==> src/rtl/led_show_pkg.sv <==
// Shared types for the LED show: mode encoding, one-hot LEDG values and mode ordering.
package led_show_pkg;

    typedef enum logic [1:0] {
        MODE_SWEEP = 2'd0,
        MODE_FILL  = 2'd1,
        MODE_BLINK = 2'd2
    } mode_e;

    localparam logic [2:0] LEDG_SWEEP = 3'b001;
    localparam logic [2:0] LEDG_FILL  = 3'b010;
    localparam logic [2:0] LEDG_BLINK = 3'b100;

    function automatic mode_e next_mode(input mode_e m);
        case (m)
            MODE_SWEEP: return MODE_FILL;
            MODE_FILL:  return MODE_BLINK;
            default:    return MODE_SWEEP;
        endcase
    endfunction

    function automatic logic [2:0] mode_ledg(input mode_e m);
        case (m)
            MODE_SWEEP: return LEDG_SWEEP;
            MODE_FILL:  return LEDG_FILL;
            default:    return LEDG_BLINK;
        endcase
    endfunction

endpackage

==> src/rtl/led_show_sequencer_if.sv <==
// Board-side signals of the LED show: switches and key in, LED banks out.
interface led_show_sequencer_if #(
    parameter int WIDTH = 18
);
    logic             SW0;
    logic             SW1;
    logic             KEY1_N;
    logic [WIDTH-1:0] LEDR;
    logic [2:0]       LEDG;

    modport master (output SW0, SW1, KEY1_N, input LEDR, LEDG);
    modport slave  (input SW0, SW1, KEY1_N, output LEDR, LEDG);
endinterface

==> src/rtl/led_tick_gen.sv <==
// Step-tick prescaler; period picked by the synchronized speed switch.
module led_tick_gen #(
    parameter int FAST_DIV = 5_000_000,
    parameter int SLOW_DIV = 25_000_000
) (
    input  logic CLOCK_50,
    input  logic RESET_N,
    input  logic sw0_raw,
    input  logic clr,
    output logic tick
);
    localparam int MAXD = (FAST_DIV > SLOW_DIV) ? FAST_DIV : SLOW_DIV;
    localparam int CW   = (MAXD > 1) ? $clog2(MAXD) : 1;
    localparam logic [CW-1:0] FAST_LAST = CW'(FAST_DIV - 1);
    localparam logic [CW-1:0] SLOW_LAST = CW'(SLOW_DIV - 1);

    logic [1:0]    sw0_sync;
    logic [CW-1:0] cnt;
    logic [CW-1:0] last;

    // >= rather than == so a switch to a shorter period never skips a wrap
    assign last = sw0_sync[1] ? FAST_LAST : SLOW_LAST;
    assign tick = (cnt >= last);

    always_ff @(posedge CLOCK_50 or negedge RESET_N) begin
        if (!RESET_N) begin
            sw0_sync <= '0;
            cnt      <= '0;
        end else begin
            sw0_sync <= {sw0_sync[0], sw0_raw};
            if (clr || tick) cnt <= '0;
            else             cnt <= cnt + 1'b1;
        end
    end
endmodule

==> src/rtl/led_show_sequencer.sv <==
// LED show controller: SWEEP / FILL / BLINK on LEDR, one-hot mode on LEDG.
// Modes advance after their pass count (when SW1 enables it) or on a debounced KEY1 press.
module led_show_sequencer
    import led_show_pkg::*;
#(
    parameter int WIDTH       = 18,
    parameter int FAST_DIV    = 5_000_000,
    parameter int SLOW_DIV    = 25_000_000,
    parameter int PASSES      = 2,
    parameter int BLINK_COUNT = 4,
    parameter int DEBOUNCE    = 1_000_000
) (
    input  logic                CLOCK_50,
    input  logic                RESET_N,
    led_show_sequencer_if.slave io
);
    localparam int PW      = $clog2(WIDTH);
    localparam int LW      = $clog2(WIDTH + 1);
    localparam int LAP_MAX = (PASSES > BLINK_COUNT) ? 2 * PASSES : 2 * BLINK_COUNT;
    localparam int NW      = $clog2(LAP_MAX + 1);
    localparam int DW      = (DEBOUNCE > 1) ? $clog2(DEBOUNCE) : 1;
    localparam logic [WIDTH-1:0] SWEEP_ONE = WIDTH'(1);
    localparam logic [WIDTH:0]   FILL_ONE  = (WIDTH + 1)'(1);

    logic          tick;
    logic [1:0]    sw1_sync;
    logic [1:0]    key_sync;
    logic          key_prev;
    logic [DW-1:0] lock;
    logic          press;

    // Pattern state; laps is the shared pass/reversal/phase counter of the active mode
    mode_e         mode,  n_mode;
    logic [PW-1:0] pos,   n_pos;
    logic          left,  n_left;
    logic [LW-1:0] level, n_level;
    logic          grow,  n_grow;
    logic          phase, n_phase;
    logic [NW-1:0] laps,  n_laps;
    logic          done;

    logic [WIDTH-1:0] ledr_q, n_ledr;
    logic [2:0]       ledg_q;
    logic [WIDTH:0]   fill_w;

    led_tick_gen #(
        .FAST_DIV (FAST_DIV),
        .SLOW_DIV (SLOW_DIV)
    ) u_tick (
        .CLOCK_50 (CLOCK_50),
        .RESET_N  (RESET_N),
        .sw0_raw  (io.SW0),
        .clr      (press),
        .tick     (tick)
    );

    assign press = key_prev & ~key_sync[1] & (lock == '0);

    always_ff @(posedge CLOCK_50 or negedge RESET_N) begin
        if (!RESET_N) begin
            sw1_sync <= '0;
            key_sync <= 2'b11;
            key_prev <= 1'b1;
            lock     <= '0;
        end else begin
            sw1_sync <= {sw1_sync[0], io.SW1};
            key_sync <= {key_sync[0], io.KEY1_N};
            key_prev <= key_sync[1];
            if (press)            lock <= DW'(DEBOUNCE - 1);
            else if (lock != '0)  lock <= lock - 1'b1;
        end
    end

    always_comb begin
        n_mode  = mode;
        n_pos   = pos;
        n_left  = left;
        n_level = level;
        n_grow  = grow;
        n_phase = phase;
        n_laps  = laps;
        done    = 1'b0;
        if (tick) begin
            unique case (mode)
                MODE_SWEEP: begin
                    if (left) begin
                        if (pos == PW'(WIDTH - 1)) begin
                            n_left = 1'b0;
                            n_pos  = PW'(WIDTH - 2);
                            n_laps = laps + 1'b1;
                        end else begin
                            n_pos = pos + 1'b1;
                        end
                    end else if (pos == '0) begin
                        n_laps = laps + 1'b1;
                        if (n_laps == NW'(2 * PASSES)) begin
                            done = 1'b1;
                        end else begin
                            n_left = 1'b1;
                            n_pos  = PW'(1);
                        end
                    end else begin
                        n_pos = pos - 1'b1;
                    end
                end
                MODE_FILL: begin
                    if (grow) begin
                        if (level == LW'(WIDTH)) begin
                            n_grow  = 1'b0;
                            n_level = LW'(WIDTH - 1);
                        end else begin
                            n_level = level + 1'b1;
                        end
                    end else if (level == '0) begin
                        n_laps = laps + 1'b1;
                        if (n_laps == NW'(PASSES)) begin
                            done = 1'b1;
                        end else begin
                            n_grow  = 1'b1;
                            n_level = LW'(1);
                        end
                    end else begin
                        n_level = level - 1'b1;
                    end
                end
                default: begin
                    n_laps  = laps + 1'b1;
                    n_phase = ~phase;
                    if (n_laps == NW'(2 * BLINK_COUNT)) done = 1'b1;
                end
            endcase
        end
        // Key path wins over completion so a coincident press advances exactly one mode
        if (press || done) begin
            n_mode  = (press || sw1_sync[1]) ? next_mode(mode) : mode;
            n_pos   = '0;
            n_left  = 1'b1;
            n_level = '0;
            n_grow  = 1'b1;
            n_phase = 1'b1;
            n_laps  = '0;
        end
    end

    always_comb begin
        fill_w = (FILL_ONE << n_level) - FILL_ONE;
        unique case (n_mode)
            MODE_SWEEP: n_ledr = SWEEP_ONE << n_pos;
            MODE_FILL:  n_ledr = fill_w[WIDTH-1:0];
            default:    n_ledr = n_phase ? '1 : '0;
        endcase
    end

    always_ff @(posedge CLOCK_50 or negedge RESET_N) begin
        if (!RESET_N) begin
            mode   <= MODE_SWEEP;
            pos    <= '0;
            left   <= 1'b1;
            level  <= '0;
            grow   <= 1'b1;
            phase  <= 1'b1;
            laps   <= '0;
            ledr_q <= SWEEP_ONE;
            ledg_q <= LEDG_SWEEP;
        end else begin
            mode   <= n_mode;
            pos    <= n_pos;
            left   <= n_left;
            level  <= n_level;
            grow   <= n_grow;
            phase  <= n_phase;
            laps   <= n_laps;
            ledr_q <= n_ledr;
            ledg_q <= mode_ledg(n_mode);
        end
    end

    assign io.LEDR = ledr_q;
    assign io.LEDG = ledg_q;
endmodule
==> src/flat_wrapper.sv <==
// flat-port wrapper written by rule: the top's interface ports become plain ports
module led_show_sequencer_flat import led_show_pkg::*;
#(
    parameter int WIDTH       = 18,
    parameter int FAST_DIV    = 5_000_000,
    parameter int SLOW_DIV    = 25_000_000,
    parameter int PASSES      = 2,
    parameter int BLINK_COUNT = 4,
    parameter int DEBOUNCE    = 1_000_000
)
  (CLOCK_50, RESET_N, io_SW0, io_SW1, io_KEY1_N, io_LEDR, io_LEDG);
  led_show_sequencer_if #(.WIDTH(WIDTH)) io_i ();
  input  logic CLOCK_50;
  input  logic RESET_N;
  input wire logic [$bits(io_i.SW0)-1:0] io_SW0;
  input wire logic [$bits(io_i.SW1)-1:0] io_SW1;
  input wire logic [$bits(io_i.KEY1_N)-1:0] io_KEY1_N;
  output wire logic [$bits(io_i.LEDR)-1:0] io_LEDR;
  output wire logic [$bits(io_i.LEDG)-1:0] io_LEDG;
  assign io_i.SW0 = io_SW0;
  assign io_i.SW1 = io_SW1;
  assign io_i.KEY1_N = io_KEY1_N;
  assign io_LEDR = io_i.LEDR;
  assign io_LEDG = io_i.LEDG;
  led_show_sequencer #(.WIDTH(WIDTH), .FAST_DIV(FAST_DIV), .SLOW_DIV(SLOW_DIV), .PASSES(PASSES), .BLINK_COUNT(BLINK_COUNT), .DEBOUNCE(DEBOUNCE)) u_core (.CLOCK_50(CLOCK_50), .RESET_N(RESET_N), .io(io_i));
endmodule
==> config.mk <==
export PLATFORM = sky130hd
export DESIGN_NAME = led_show_sequencer_flat
export DESIGN_NICKNAME = d
export VERILOG_FILES = /design/src/rtl/led_show_pkg.sv /design/src/rtl/led_show_sequencer_if.sv /design/src/rtl/led_tick_gen.sv /design/src/rtl/led_show_sequencer.sv /design/src/flat_wrapper.sv
export SDC_FILE = /design/constraint.sdc
export NUM_CORES = 1
export LEC_CHECK = 0
export BUFFER_PORTS_ARGS = -buffer_cell sky130_fd_sc_hd__buf_2
export CAP_MARGIN = 0
export CELL_PAD_IN_SITES_DETAIL_PLACEMENT = 1
export CELL_PAD_IN_SITES_GLOBAL_PLACEMENT = 2
export CORE_MARGIN = 2
export CORE_UTILIZATION = 30
export CTS_BUF_LIST = sky130_fd_sc_hd__clkbuf_4
export CTS_CLUSTER_DIAMETER = 120
export DETAILED_ROUTE_END_ITERATION = 16
export PLACE_DENSITY_LB_ADDON = 0.1
export SLEW_MARGIN = 10
export SYNTH_ARGS = -nofsm -noshare
export SYNTH_HDL_FRONTEND = slang
export SYNTH_SLANG_ARGS = --single-unit
==> constraint.sdc <==
create_clock -name CLOCK_50 -period 4.2 [get_ports CLOCK_50]
set_input_delay 0.21 -clock CLOCK_50 [delete_from_list [all_inputs] [get_ports CLOCK_50]]
set_output_delay 0.21 -clock CLOCK_50 [all_outputs]
set_load 0.02 [all_outputs]
==> PnR_summary.wiki <==
{| class="wikitable"
! Metric !! Value
|-
| Critical Path RT || 4.62 ns
|-
| Number of clock buffers inserted by TritonCTS || 9
|-
| Core Area || 17200 um^2
|-
| Most Frequent Cell on Critical Path || sky130_fd_sc_hd__or4_4
|-
| Postcts setup bufs || 0
|-
| Mapped cell area || 5290 um^2
|-
| Class of the tightest hold or removal check || input port to async pin
|-
| Clock net sink count || 92
|-
| Total global routing track utilization || 0.166
|-
| Maximum single-stage delay on the critical path || 0.61 ns
|-
| Area of the die || 18700 um^2
|-
| Placed wire-length estimate after detailed placement || 10.6 mm
|-
| Worst-case reg-to-reg path depth || 15
|-
| Post-synth cell types || 76
|-
| Number of antenna violations at the first check in global routing || 1
|-
| Peak Freq || 250 MHz
|-
| DRT iter0 DRCs || 175
|-
| Signed area change from the synthesized netlist to the final layout || 15.1%
|-
| Kind of critical path || flip-flop to flip-flop
|-
| Reg2Reg Launch Point || u_core.lock[1]
|-
| Compound-cell area share of the yosys netlist || 0.179
|-
| Maximum net fanout on the critical path || 8
|-
| Maximum Capacitance Violations || 0
|-
| CP Capture Point || u_core.io.LEDR[10]
|-
| Maximum number of pins on one net before global-route repair || 63
|-
| Die X || 137 um
|-
| Register bit total from synthesis || 92
|-
| Initial core utilization || 0.307
|-
| Simple-gate area share of the yosys netlist || 0.236
|-
| Iteration count of the initial detailed-routing pass || 6
|-
| Post-synthesis adder-cell area fraction || 0.0520
|-
| Crit path arrival time || 4.42 ns
|-
| Flop2flop setup slack || 0.20 ns
|-
| Xor/xnor share of the synthesized area || 0.0580
|-
| Normalized max-slew margin || 0.423
|-
| Clock tree from TritonCTS || built
|-
| Number of global-route vias before repair || 4772
|-
| Worst vdd rail ir drop || 0.162 mV
|-
| Critical Path Sink Type || flip-flop
|-
| Clock buffer depth || 2
|-
| Count of flip-flops with a built-in enable after synthesis || 0
|-
| Non-filler cells, final || 851
|-
| Post-synthesis average cell area || 9.33 um^2
|-
| Cells along the critical path || inv_1 > ha_1 > or3b_1 > or4_4 > or4_4 > nand2_2 > o22ai_2 > o2bb2ai_2 > nor3_2 > nand4_1 > ha_4 > nor2_2 > a31oi_1 > or3_1 > nand3_1
|-
| Endpoint of the lowest-slack register-to-register path || u_core.io.LEDR[10]
|-
| Hold violation count in the final report || 0
|-
| Crit path launch type || flip-flop
|-
| Cell type of the slowest stage on the worst timing path || sky130_fd_sc_hd__or4_4
|-
| IO buf count || 25
|-
| Setup repair after global routing missed its margin || false
|-
| Wire length reported by the detailed router || 14.7 mm
|-
| Total power consumption of the routed design || 2080 uW
|-
| Worst hold margin || 0.350 ns
|-
| Worst Skew || 0.0242 ns
|-
| Finish-stage setup viols || 0
|-
| Final critical delay including setup and external delays || 4.00 ns
|-
| Die height || 137 um
|-
| Critical path origin || u_core.lock[1]
|-
| DR vias/cell || 5.21
|-
| Post-synthesis net count || 594
|-
| Power Density || 341 nW/um^2
|-
| Global-route wire length before repair || 24.4 mm
|-
| Layout cells sized above 1 || 0.184
|-
| Core Rows || 48
|-
| Clock latency on the worst-skew pair || 0.48 ns
|-
| Combinational family with the most area after synthesis || simple AND/OR/NAND/NOR gates
|-
| Static Leak || 0.00277 uW
|-
| Mux share of post-synthesis cell area || 0.00970
|-
| GP Congestion || 0.842
|-
| Run status || complete, no violations
|-
| DRC violations left || 0
|-
| Root Driver || sky130_fd_sc_hd__clkbuf_4
|-
| Remaining global-route overflow || 0
|-
| Count of final max-slew check failures || 0
|-
| Seq/Total Area, Yosys || 0.437
|-
| Detail Route Antenna Nets || 0
|-
| Dpl cells || 830
|-
| Average wire length per cell after detail routing || 17.3 um
|-
| CTS clk-pin slew, worst paths || 0.17 ns
|-
| Final worst path period share || 0.953
|-
| Number of fillers in the final layout || 1979
|-
| Primary flip-flop cell chosen by synthesis mapping || sky130_fd_sc_hd__dfrtp_1
|-
| Number of warning messages in the yosys log || 0
|-
| Worst slew pin tran || 0.865 ns
|-
| Number of vias after detailed routing || 4433
|-
| Number of levels the H-tree was split into || 3
|-
| Async set or reset register ratio after synthesis || 1.00
|-
| # IOs || 26
|-
| Count of mapped cells out of synthesis || 567
|-
| Post-layout net count || 647
|}
-- sequential cells by signal, indices dropped and copies added (netlist names), 2 cells and up --
name and flops:
u_core.key_sync 2, u_core.laps 4, u_core.u_tick.cnt 25, u_core.pos 5
u_core.level 5, u_core.sw1_sync 2, u_core.u_tick.sw0_sync 2, u_core.lock 20
u_core.io.LEDR 18, u_core.mode 2, u_core.io.LEDG 3
-- cells by family (layout without fill, tap and decap cells) --
logic type | Yosys count | count (layout)
AO/OA/AOI/OAI | 134 | 134
XOR/XNOR | 35 | 35
adder cells (fa/ha/maj) | 22 | 22
buffers and inverters | 37 | 95
flip-flops | 92 | 92
multiplexers | 5 | 5
other | 0 | 1
AND/OR/NAND/NOR | 242 | 242
-- area by class of cell --
cell class,count,area [um^2],area share
Multi-Input combinational cell,438,2850,0.468
Sequential cell,92,2310,0.380
Timing Repair Buffer,60,400,0.0657
Tap cell,225,282,0.0462
Clock inverter,6,93.8,0.0154
Clock buffer,10,75.1,0.0123
Inverter,19,71.3,0.0117
Antenna cell,1,2.50,0.000411
-- synth_stat cells (all sizes together) (3+ instances only) --
cell	count	share of area
nand3	23	0.022
o21ai	28	0.026
dfstp	8	0.040
nand2b	5	0.0059
xnor2	11	0.018
or4	5	0.0085
nand4	8	0.0095
or3b	3	0.0050
nor2b	3	0.0035
o22ai	3	0.0047
nand2	60	0.044
ha	22	0.052
o31ai	7	0.013
xor2	24	0.040
or3	16	0.019
dfrtp	84	0.40
a211oi	4	0.0066
a32oi	6	0.0099
clkbuf	16	0.011
nor4	6	0.0099
or2	5	0.0064
and2	7	0.0083
a21oi	32	0.032
o2bb2ai	6	0.013
a221o	3	0.0057
and3	10	0.012
a31oi	12	0.014
o41ai	3	0.0050
nand4b	4	0.0066
o211ai	6	0.0085
inv	19	0.013
nor3	18	0.020
nor2	62	0.045
mux2i	4	0.0076
-- worst min path at each step --
stage / from / endpoint / slack [ns] / cells past startpoint
floorplan: RESET_N / u_core.io.LEDG[1] / -0.09 / 0
global placement: io_SW0 / u_core.u_tick.sw0_sync[0] / 0.32 / 1
detailed placement: io_SW1 / u_core.sw1_sync[0] / 0.32 / 1
CTS: io_SW0 / u_core.u_tick.sw0_sync[0] / 0.34 / 2
global route: io_KEY1_N / u_core.key_sync[0] / 0.33 / 2
finish: RESET_N / u_core.lock[4] / 0.35 / 2
-- routing by layer --
metal,global-route usage,share of wire
met1,0.216,0.48
met2,0.275,0.49
met3,0.0289,0.022
met4,0.0613,0.015
met5,0,0
-- power breakdown --
group	internal (uW)	leakage [uW]	switching, uW	total, uW
Sequential	1010	0.00120	120	1130
Clock	254	0.0000876	341	594
Combinational	164	0.00148	188	352
-- what timing repair did --
| action | CTS | global route |
|---|---|---|
| gates resized for setup | 1 | 5 |
| hold buffers | 4 | 0 |
| hold endpoints to repair | 57 | 0 |
| setup endpoints to repair | 2 | 7 |
| pin swaps | 0 | 0 |
-- placed cells by master (no fill, tap or decap), drive strengths merged, types with 4 or more instances in the layout --
master	n
dfrtp	84
nor2	62
nand3	23
nand2b	5
inv	21
or4	5
xnor2	11
o31ai	7
nand2	60
nand4	8
a211oi	4
nor4	6
ha	22
a32oi	6
o21ai	28
a31oi	12
clkbuf	10
or3	16
mux2i	4
nand4b	4
dlygate4sd3	4
o211ai	6
xor2	24
dfstp	8
and2	7
o2bb2ai	6
or2	5
buf	56
nor3	18
a21oi	32
and3	10
-- critical path: cells and delay by family (launching register included) --
| kind | cells | cell delay [ns] |
|---|---|---|
| simple gates | 9 | 2.68 |
| fa+ha+maj | 2 | 0.41 |
| compound gates | 3 | 0.38 |
| buf+inv | 1 | 0.07 |
| flops | 1 | 0.43 |
-- metrics by stage --
stage / setup slack (ns) / utilization / setup TNS, ns / area [um^2]
floorplan: 0.147 / - / 0 / 5290
global placement: 0.0342 / 0.340 / 0 / 5850
detailed placement: -0.0847 / 0.340 / -0.118 / 5850
CTS: 0.00451 / 0.352 / 0 / 6070
global route: 0.0360 / 0.353 / 0 / 6090
finish: 0.197 / 0.353 / 0 / 6090
(Power assumes the default switching activity.)
